[src/rtl/imem_program_loader_if.sv]
// Byte-stream and instruction-memory write bundle for the program loader.
// The slave modport is the loader side; the master modport is the host/memory side.
interface imem_program_loader_if #(
  parameter int ADDR_W = 6
);
  logic              load_start;
  logic              byte_valid;
  logic [7:0]        byte_data;
  logic              byte_ready;
  logic              imem_we;
  logic [ADDR_W-1:0] imem_addr;
  logic [31:0]       imem_wdata;
  logic              cpu_hold;
  logic              load_done;
  logic              load_error;

  modport master (
    output load_start, byte_valid, byte_data,
    input  byte_ready, imem_we, imem_addr, imem_wdata, cpu_hold, load_done, load_error
  );

  modport slave (
    input  load_start, byte_valid, byte_data,
    output byte_ready, imem_we, imem_addr, imem_wdata, cpu_hold, load_done, load_error
  );
endinterface

[src/rtl/imem_program_loader.sv]
// Packs a framed byte stream (count, LE words, XOR checksum) into instruction-memory writes.
// Holds the CPU in reset until a load completes cleanly; one write cycle per word.
module imem_program_loader #(
  parameter int DEPTH  = 64,
  parameter int ADDR_W = $clog2(DEPTH)
) (
  input  logic                  clk,
  input  logic                  rst,
  imem_program_loader_if.slave  bus
);

  typedef enum logic [2:0] {
    IDLE, HEADER, DATA, WRITE, CHECK, DONE, ERROR
  } state_t;

  localparam logic [7:0] DEPTH_B = 8'(DEPTH);

  state_t      state, state_nxt;
  logic [7:0]  n_words;
  logic [7:0]  acc;
  logic [7:0]  word_idx;
  logic [1:0]  byte_cnt;
  logic [23:0] word_lo;
  logic        loaded, loaded_nxt;
  logic        start_load;
  logic        xfer;

  assign xfer = bus.byte_valid & bus.byte_ready;

  always_comb begin
    state_nxt  = state;
    loaded_nxt = loaded;
    start_load = 1'b0;
    case (state)
      IDLE: begin
        if (bus.load_start) begin
          state_nxt  = HEADER;
          start_load = 1'b1;
        end
      end
      HEADER: begin
        if (xfer) begin
          if (bus.byte_data == 8'd0 || bus.byte_data > DEPTH_B) state_nxt = ERROR;
          else                                                   state_nxt = DATA;
        end
      end
      DATA: begin
        if (xfer && byte_cnt == 2'd3) state_nxt = WRITE;
      end
      WRITE: begin
        state_nxt = (word_idx == n_words - 8'd1) ? CHECK : DATA;
      end
      CHECK: begin
        if (xfer) state_nxt = (bus.byte_data == acc) ? DONE : ERROR;
      end
      DONE: begin
        state_nxt  = IDLE;
        loaded_nxt = 1'b1;
      end
      ERROR: begin
        if (bus.load_start) begin
          state_nxt  = HEADER;
          start_load = 1'b1;
        end
      end
      default: state_nxt = IDLE;
    endcase
    // A new load always re-asserts the CPU hold.
    if (start_load) loaded_nxt = 1'b0;
  end

  always_ff @(posedge clk) begin
    if (!rst) begin
      state          <= IDLE;
      loaded         <= 1'b0;
      n_words        <= 8'd0;
      acc            <= 8'd0;
      word_idx       <= 8'd0;
      byte_cnt       <= 2'd0;
      word_lo        <= 24'd0;
      bus.byte_ready <= 1'b0;
      bus.imem_we    <= 1'b0;
      bus.imem_addr  <= '0;
      bus.imem_wdata <= 32'd0;
      bus.cpu_hold   <= 1'b1;
      bus.load_done  <= 1'b0;
      bus.load_error <= 1'b0;
    end else begin
      state  <= state_nxt;
      loaded <= loaded_nxt;

      // Outputs are decoded from the next state so they line up with the registered state.
      bus.byte_ready <= (state_nxt == HEADER) || (state_nxt == DATA) || (state_nxt == CHECK);
      bus.imem_we    <= (state_nxt == WRITE);
      bus.load_done  <= (state_nxt == DONE);
      bus.cpu_hold   <= !((state_nxt == IDLE) && loaded_nxt);

      if (start_load) begin
        bus.load_error <= 1'b0;
        acc            <= 8'd0;
        word_idx       <= 8'd0;
        byte_cnt       <= 2'd0;
      end else if (state_nxt == ERROR) begin
        bus.load_error <= 1'b1;
      end

      if (state == HEADER && xfer) begin
        n_words <= bus.byte_data;
        acc     <= acc ^ bus.byte_data;
      end

      if (state == DATA && xfer) begin
        acc      <= acc ^ bus.byte_data;
        byte_cnt <= byte_cnt + 2'd1;
        case (byte_cnt)
          2'd0: word_lo[7:0]   <= bus.byte_data;
          2'd1: word_lo[15:8]  <= bus.byte_data;
          2'd2: word_lo[23:16] <= bus.byte_data;
          default: begin
            bus.imem_addr  <= word_idx[ADDR_W-1:0];
            bus.imem_wdata <= {bus.byte_data, word_lo};
          end
        endcase
      end

      if (state == WRITE) begin
        word_idx <= word_idx + 8'd1;
        byte_cnt <= 2'd0;
      end
    end
  end

endmodule

[src/flat_wrapper.sv]
// flat-port wrapper written by rule: the top's interface ports become plain ports
module imem_program_loader_flat 
#(
  parameter int DEPTH  = 64,
  parameter int ADDR_W = $clog2(DEPTH)
)
  (clk, rst, bus_load_start, bus_byte_valid, bus_byte_data, bus_byte_ready, bus_imem_we, bus_imem_addr, bus_imem_wdata, bus_cpu_hold, bus_load_done, bus_load_error);
  imem_program_loader_if #(.ADDR_W(ADDR_W)) bus_i ();
  input  logic clk;
  input  logic rst;
  input wire logic [$bits(bus_i.load_start)-1:0] bus_load_start;
  input wire logic [$bits(bus_i.byte_valid)-1:0] bus_byte_valid;
  input wire logic [$bits(bus_i.byte_data)-1:0] bus_byte_data;
  output wire logic [$bits(bus_i.byte_ready)-1:0] bus_byte_ready;
  output wire logic [$bits(bus_i.imem_we)-1:0] bus_imem_we;
  output wire logic [$bits(bus_i.imem_addr)-1:0] bus_imem_addr;
  output wire logic [$bits(bus_i.imem_wdata)-1:0] bus_imem_wdata;
  output wire logic [$bits(bus_i.cpu_hold)-1:0] bus_cpu_hold;
  output wire logic [$bits(bus_i.load_done)-1:0] bus_load_done;
  output wire logic [$bits(bus_i.load_error)-1:0] bus_load_error;
  assign bus_i.load_start = bus_load_start;
  assign bus_i.byte_valid = bus_byte_valid;
  assign bus_i.byte_data = bus_byte_data;
  assign bus_byte_ready = bus_i.byte_ready;
  assign bus_imem_we = bus_i.imem_we;
  assign bus_imem_addr = bus_i.imem_addr;
  assign bus_imem_wdata = bus_i.imem_wdata;
  assign bus_cpu_hold = bus_i.cpu_hold;
  assign bus_load_done = bus_i.load_done;
  assign bus_load_error = bus_i.load_error;
  imem_program_loader #(.DEPTH(DEPTH), .ADDR_W(ADDR_W)) u_core (.clk(clk), .rst(rst), .bus(bus_i));
endmodule
[config.mk]
export PLATFORM = sky130hd
export DESIGN_NAME = imem_program_loader_flat
export DESIGN_NICKNAME = d
export VERILOG_FILES = /design/src/rtl/imem_program_loader_if.sv /design/src/rtl/imem_program_loader.sv /design/src/flat_wrapper.sv
export SDC_FILE = /design/constraint.sdc
export NUM_CORES = 1
export LEC_CHECK = 0
export BUFFER_PORTS_ARGS = -buffer_cell sky130_fd_sc_hd__buf_4
export CAP_MARGIN = 15
export CORE_MARGIN = 5
export CORE_UTILIZATION = 45
export DETAILED_ROUTE_END_ITERATION = 8
export PLACE_DENSITY_LB_ADDON = 0.2
export SYNTH_ARGS = -nofsm -noshare
export SYNTH_HDL_FRONTEND = slang
export SYNTH_SLANG_ARGS = --single-unit
[constraint.sdc]
create_clock -name clk -period 5.8 [get_ports clk]
set_clock_uncertainty 0.15 [all_clocks]
set_input_delay 0 -clock clk [delete_from_list [all_inputs] [get_ports clk]]
set_output_delay 0 -clock clk [all_outputs]
set_load 0.01 [all_outputs]
==> impl_metrics.env, run 1 <==
export IMPL_status="complete, no violations"
export IMPL_r2r_end="u_core.state[2]"
export IMPL_criticalPathCategory="flip-flop to flip-flop"
export IMPL_routedWlPerCell_um=14.21
export IMPL_startpoint_type="flip-flop"
export IMPL_synthTopCellsByArea="dfxtp_1 44%, nand2_1 14%, a21boi_0 9.3%"
export IMPL_grt_max_degree=94
export IMPL_io_pins=55
export IMPL_worstSetupStartpoint="u_core.n_words[2]"
export IMPL_fin_ws_ps=3460
export IMPL_min_period_ps=2340
export IMPL_hold_slack_ps=28.67
export IMPL_max_slew_margin=0.3697
export IMPL_max_freq_ghz=0.4274
export IMPL_power_density_nw_per_um2=242.3
export IMPL_yosys_most_used_dff="dfxtp_1"
export IMPL_drc=0
export IMPL_worstMarginPinSlew_ps=938.2
export IMPL_hold_violations=0
export IMPL_whs_path_depth=5
export IMPL_finalWirelength_mm=10.15
export IMPL_worstPathMaxFanout=7
export IMPL_dr_total_vias=3648
export IMPL_port_buffers=54
export IMPL_use_met3=0.04119
export IMPL_final_period_utilization=0.4034
export IMPL_syn_inst=538
export IMPL_grt_met1_usage=0.2425
export IMPL_cp_data_arrival_time_ps=2450
export IMPL_cts_buffers=9
export IMPL_synth_top_family_by_area="simple AND/OR/NAND/NOR gates"
export IMPL_track_usage=0.1835
export IMPL_postCtsSetupRepairBufs=0
export IMPL_required_ps=5910
export IMPL_grt_pass1_vias=3428
export IMPL_synth_top_cell_area_share=0.4447
export IMPL_cts_sinks=97
export IMPL_synth_compound_area_frac=0.2014
export IMPL_die_w_um=108.5
export IMPL_rsz0062_at_grt="no"
export IMPL_synth_xor_area_frac=0.01605
export IMPL_num_nets_final=596
export IMPL_r2r_start="u_core.n_words[2]"
export IMPL_synth_fa_ha_area_frac=0.01719
export IMPL_synth_nets=556
export IMPL_synth_common_cells="161 x nand2_1, 97 x dfxtp_1, 54 x a21boi_0"
export IMPL_clk_latency_ps=360
export IMPL_synth_top_cell_by_area="dfxtp_1"
export IMPL_place_congestion=0.8356
export IMPL_syn_avg_cell_area_um2=8.117
export IMPL_synth_mux_area_frac=0.007163
export IMPL_yosys_warnings=0
export IMPL_syn_area_um2=4367
export IMPL_grt_pass1_wl_mm=17.08
export IMPL_root_buffer="clkbuf_8"
export IMPL_cts_htree_levels=3
export IMPL_ff2ff_path_depth=6
export IMPL_use_met2=0.2983
export IMPL_drive_gt1_frac=0.1291
export IMPL_clk_pin_slew_worst_paths_ps=90
export IMPL_grt_busiest_layer="met2"
export IMPL_die_y_um=108.5
export IMPL_drt_initial_drc_count=186
export IMPL_start_util=0.4530
export IMPL_setup_viol=0
export IMPL_crit_path_end="u_core.state[2]"
export IMPL_antenna_found_initial=0
export IMPL_drtAntennaViolNets=0
export IMPL_p_leak_nw=1.868
export IMPL_placed_area_um2=4805
export IMPL_drt_first_pass_iters=5
export IMPL_yosysMostFrequentCell="nand2_1"
export IMPL_fin_area_um2=5092
export IMPL_hpwlAfterDp_mm=6.784
export IMPL_drt_vias_per_instance=5.109
export IMPL_areaGrowthSynthToFinish_pct=16.62
export IMPL_synth_seq_cells=97
export IMPL_cts_path_max_buffers=2
export IMPL_ys_types=49
export IMPL_r2r_slack_ps=3460
export IMPL_cap_violations=0
export IMPL_yosysSeqAreaShare=0.4447
export IMPL_core_area_um2=9639
export IMPL_num_rows=36
export IMPL_diodes=0
export IMPL_fin_setup_tns_ps=0
export IMPL_yosys_area_share_simple=0.2708
export IMPL_drv_slew=0
export IMPL_grt_overflow=0
export IMPL_synth_edf_count=0
export IMPL_cts_tree="done"
export IMPL_hold_path_class="primary input to flip-flop"
export IMPL_cp_end_kind="flip-flop"
export IMPL_dieArea_um2=11770
export IMPL_ir_worst_vdd_mv=0.1142
export IMPL_p_total_w=0.001234
export IMPL_async_reset_ff_frac=0
export IMPL_dp_slack_ps=3466
[state kept, by name (all words and copies together), names as in the netlist, 2 cells and up]
register / count
u_core.byte_cnt: 2
u_core.bus.imem_wdata: 32
u_core.bus.imem_addr: 6
u_core.word_idx: 8
u_core.acc: 8
u_core.state: 3
u_core.n_words: 8
u_core.word_lo: 24
[worst min path at each step]
stage,startpoint,endpoint,slack [ps]
floorplan,rst,u_core.byte_cnt[0],30
global placement,bus_byte_data[3],u_core.bus.imem_wdata[27],180
detailed placement,bus_byte_data[4],u_core.bus.imem_wdata[28],180
CTS,bus_byte_valid,u_core.n_words[5],9
global route,bus_byte_valid,u_core.n_words[1],60
finish,bus_byte_valid,u_core.n_words[6],30
[cell families after synthesis]
group | count (synthesis)
buf+inv | 46
compound gates | 123
flops | 97
simple gates | 255
fa+ha+maj | 6
mux | 3
xor+xnor | 8
[stage by stage]
stage                     utilization  std cells
after floorplan                     -        538
after global routing           0.5283        714
after detailed placement       0.4984        691
after CTS                      0.5283        714
final                          0.5283        714
after global placement         0.4984        691
[area by class of cell]
cell class	count	area, µm²
clock buffers	10	127.6
clock inverters	4	70.07
fillers	976	4547
inverters	10	37.54
multi-input cells	395	2238
flip-flops and latches	97	1942
well taps	133	166.4
repair buffers	65	510.5
[repair_timing]
item                      CTS  global route
hold endpoints to repair   41             0
hold buffers                9             0
resized for setup           0             0
[worst max-delay path: stages (launching register included)]
cell     delay, ps
dfxtp_1        370
or3_1          440
nor4_1         370
nor4_1         110
or3_1          400
a31o_1         230
and2_1         160
[metal layers]
layer  part of all wire  wire (µm)
met1               0.47       4806
met2               0.47       4720
met3              0.048        488
met4              0.013        129
met5                  0          0
[cell usage in the layout, fill, tap and decap left out, drive strengths merged, types with 7 or more instances in the layout]
| master | count |
|---|---|
| and2 | 10 |
| inv | 10 |
| nor2b | 29 |
| nor3 | 7 |
| clkbuf | 10 |
| buf | 56 |
| nor2 | 10 |
| dlygate4sd3 | 9 |
| nand2 | 162 |
| o21ai | 16 |
| a21oi | 9 |
| a22oi | 10 |
| dfxtp | 97 |
| a21boi | 72 |
[power breakdown]
part           internal (W)  switching, W
Sequential         0.000671    0.00000753
Clock              0.000237      0.000218
Combinational     0.0000415     0.0000583
Total              0.000950      0.000284
No activity file was read; power rests on OpenSTA's default activity.
==> run 2, diff against run 1 <==
==> constraint.sdc (replaced) <==
create_clock -name clk -period 2.3 [get_ports clk]
set_clock_uncertainty 0.15 [all_clocks]
set_input_delay 0 -clock clk [delete_from_list [all_inputs] [get_ports clk]]
set_output_delay 0 -clock clk [all_outputs]
set_load 0.01 [all_outputs]
==> run 2 against run 1 <==
Compared with the run above:
- sequential share of layout area shrank 0.69 points
- first-iteration DRC count shrank 0.54%
- global-route usage shrank 0.36 points
- cell count grew 1.8%
- critical path type is now primary input to flip-flop
- critical endpoint is now u_core.bus.byte_ready
- highest routed layer unchanged
==> impl_metrics.env, run 2 (same netlist as run 1, synthesis figures left out) <==
export IMPL_dr_total_vias=3728
export IMPL_crit_path_max_incr_delay_ps=540
export IMPL_drt_first_pass_iters=4
export IMPL_track_usage=0.1799
export IMPL_routedWlPerCell_um=13.82
export IMPL_grt_max_degree=54
export IMPL_drc=0
export IMPL_cap_violations=0
export IMPL_cts_htree_levels=3
export IMPL_seqCellArea_um2=1943
export IMPL_p_sw_w=0.0007447
export IMPL_cp_data_arrival_time_ps=2390
export IMPL_worstMarginPinSlew_ps=520.3
export IMPL_drtAntennaViolNets=0
export IMPL_ir_worst_vdd_mv=0.2913
export IMPL_dieArea_um2=11770
export IMPL_fin_setup_tns_ps=0
export IMPL_p_comb_frac=0.085
export IMPL_diodes=0
export IMPL_status="complete, no violations"
export IMPL_required_ps=2460
export IMPL_seqPwrFrac=0.560
export IMPL_antenna_found_initial=0
export IMPL_crit_chain="dlygate4sd3_1 -> buf_4 -> or4_4 -> o31a_1 -> nor3_2 -> o21ai_2 -> or4b_1 -> nand4_1"
export IMPL_drive_gt1_frac=0.1515
export IMPL_multi_input_area_um2=2257
export IMPL_max_slew_margin=0.6518
export IMPL_cts_tree="done"
export IMPL_cts_buffers=9
export IMPL_finalWirelength_mm=10.05
export IMPL_startpoint_type="primary input"
export IMPL_clk_pin_slew_worst_paths_ps=90
export IMPL_p_leak_nw=1.909
export IMPL_start_util=0.4530
export IMPL_criticalPathCategory="primary input to flip-flop"
export IMPL_grt_pass1_vias=3445
export IMPL_rsz0062_at_grt="no"
export IMPL_final_period_utilization=0.9687
export IMPL_drt_initial_drc_count=185
export IMPL_setup_viol=0
export IMPL_power_density_nw_per_um2=588.4
export IMPL_root_buffer="clkbuf_8"
export IMPL_placed_area_um2=4872
export IMPL_core_area_um2=9639
export IMPL_place_congestion=0.8542
export IMPL_p_clk_frac=0.354
export IMPL_num_rows=36
export IMPL_fin_area_um2=5190
export IMPL_internal_power_w=0.002309
export IMPL_cp_slowest_cell="dlygate4sd3_1"
export IMPL_grt_overflow=0
export IMPL_areaGrowthSynthToFinish_pct=18.85
export IMPL_regMostFlops="u_core.bus.imem_wdata"
export IMPL_switching_share=0.2439
export IMPL_drv_slew=0
export IMPL_cp_end_kind="flip-flop"
export IMPL_clk_latency_ps=370
export IMPL_cts_path_max_buffers=2
export IMPL_largest_reg_flops=32
export IMPL_r2r_slack_ps=100
export IMPL_die_y_um=108.5
export IMPL_drt_vias_per_instance=5.128
export IMPL_max_freq_ghz=0.4488
export IMPL_hpwlAfterDp_mm=6.969
export IMPL_cts_sinks=97
export IMPL_num_nets_final=607
export IMPL_final_cell_mix="161 x nand2_1, 96 x dfxtp_1, 65 x buf_4"
export IMPL_hold_violations=0
export IMPL_fillers=959
export IMPL_reg_largest_list="u_core.bus.imem_wdata (32), u_core.word_lo (24)"
export IMPL_min_period_ps=2228
export IMPL_port_buffers=54
export IMPL_die_w_um=108.5
export IMPL_hold_path_class="flip-flop to flip-flop"
export IMPL_grt_pass1_wl_mm=16.68
export IMPL_layout_commonest_cell="nand2_1"
export IMPL_worstPathMaxFanout=9
export IMPL_io_pins=55
[run 2: cell type report]
type	instances	share of cell area
clock buffers	11	0.02531
clock inverters	5	0.01085
flip-flops and latches	97	0.3744
well taps	133	0.03206
inverters	10	0.007232
multi-input cells	395	0.4349
repair buffers	76	0.1152
[run 2: per-layer routing]
metal / vias to the layer above / wire length [µm] / global-route usage
met5: - / 0 / 0
met4: 0 / 180 / 0.07484
met3: 17 / 408 / 0.02388
met2: 78 / 4853 / 0.3005
met1: 1734 / 4604 / 0.2336
li1: 1899 / - / -
[run 2: path summary, 6_finish.rpt]
check | start | endpoint | cells after the start
min reg2reg | u_core.word_lo[20] | u_core.bus.imem_wdata[20] | 2
max | bus_byte_data[0] | u_core.bus.byte_ready | 8
min | u_core.word_lo[20] | u_core.bus.imem_wdata[20] | 2
max reg2reg | u_core.n_words[2] | u_core.state[2] | 6
[run 2: metrics by stage]
stage | hold WS [ps] | total power (W) | worst slack [ps] | utilization | instances
finish | 304.9 | 0.003054 | 72.06 | 0.5384 | 727
CTS | 310.3 | 0.003081 | 44.11 | 0.5363 | 727
global placement | 176.0 | 0.001986 | 99.68 | 0.5055 | 700
global route | 326.9 | 0.003181 | 5.301 | 0.5384 | 727
detailed placement | 184.3 | 0.001990 | 52.40 | 0.5055 | 700
floorplan | 34.09 | 0.001920 | 112.9 | - | 538
[run 2: what timing repair did]
action                                  in CTS  in global routing
buffers inserted                             0                  0
hold buffers                                11                  0
endpoints found under the setup margin       0                  4
hold endpoints to repair                    63                  0
resized for setup                            0                  5
[run 2: critical path, delay by kind of cell]
kind | cells | cell delay [ps]
AO/OA/AOI/OAI | 2 | 380
AND/OR/NAND/NOR | 4 | 1280
buffers and inverters | 2 | 720
[run 2: power by group through the flow]
| stage | clock, W | sequential [W] | combinational, W |
|---|---|---|---|
| 2_1_floorplan | 0 | 0.00175 | 0.000175 |
| 3_3_place_gp | 0 | 0.00175 | 0.000238 |
| 6_report | 0.00108 | 0.00171 | 0.000260 |
| 3_5_place_dp | 0 | 0.00175 | 0.000241 |
| 4_1_cts | 0.00111 | 0.00171 | 0.000257 |
| 5_1_grt | 0.00118 | 0.00171 | 0.000288 |
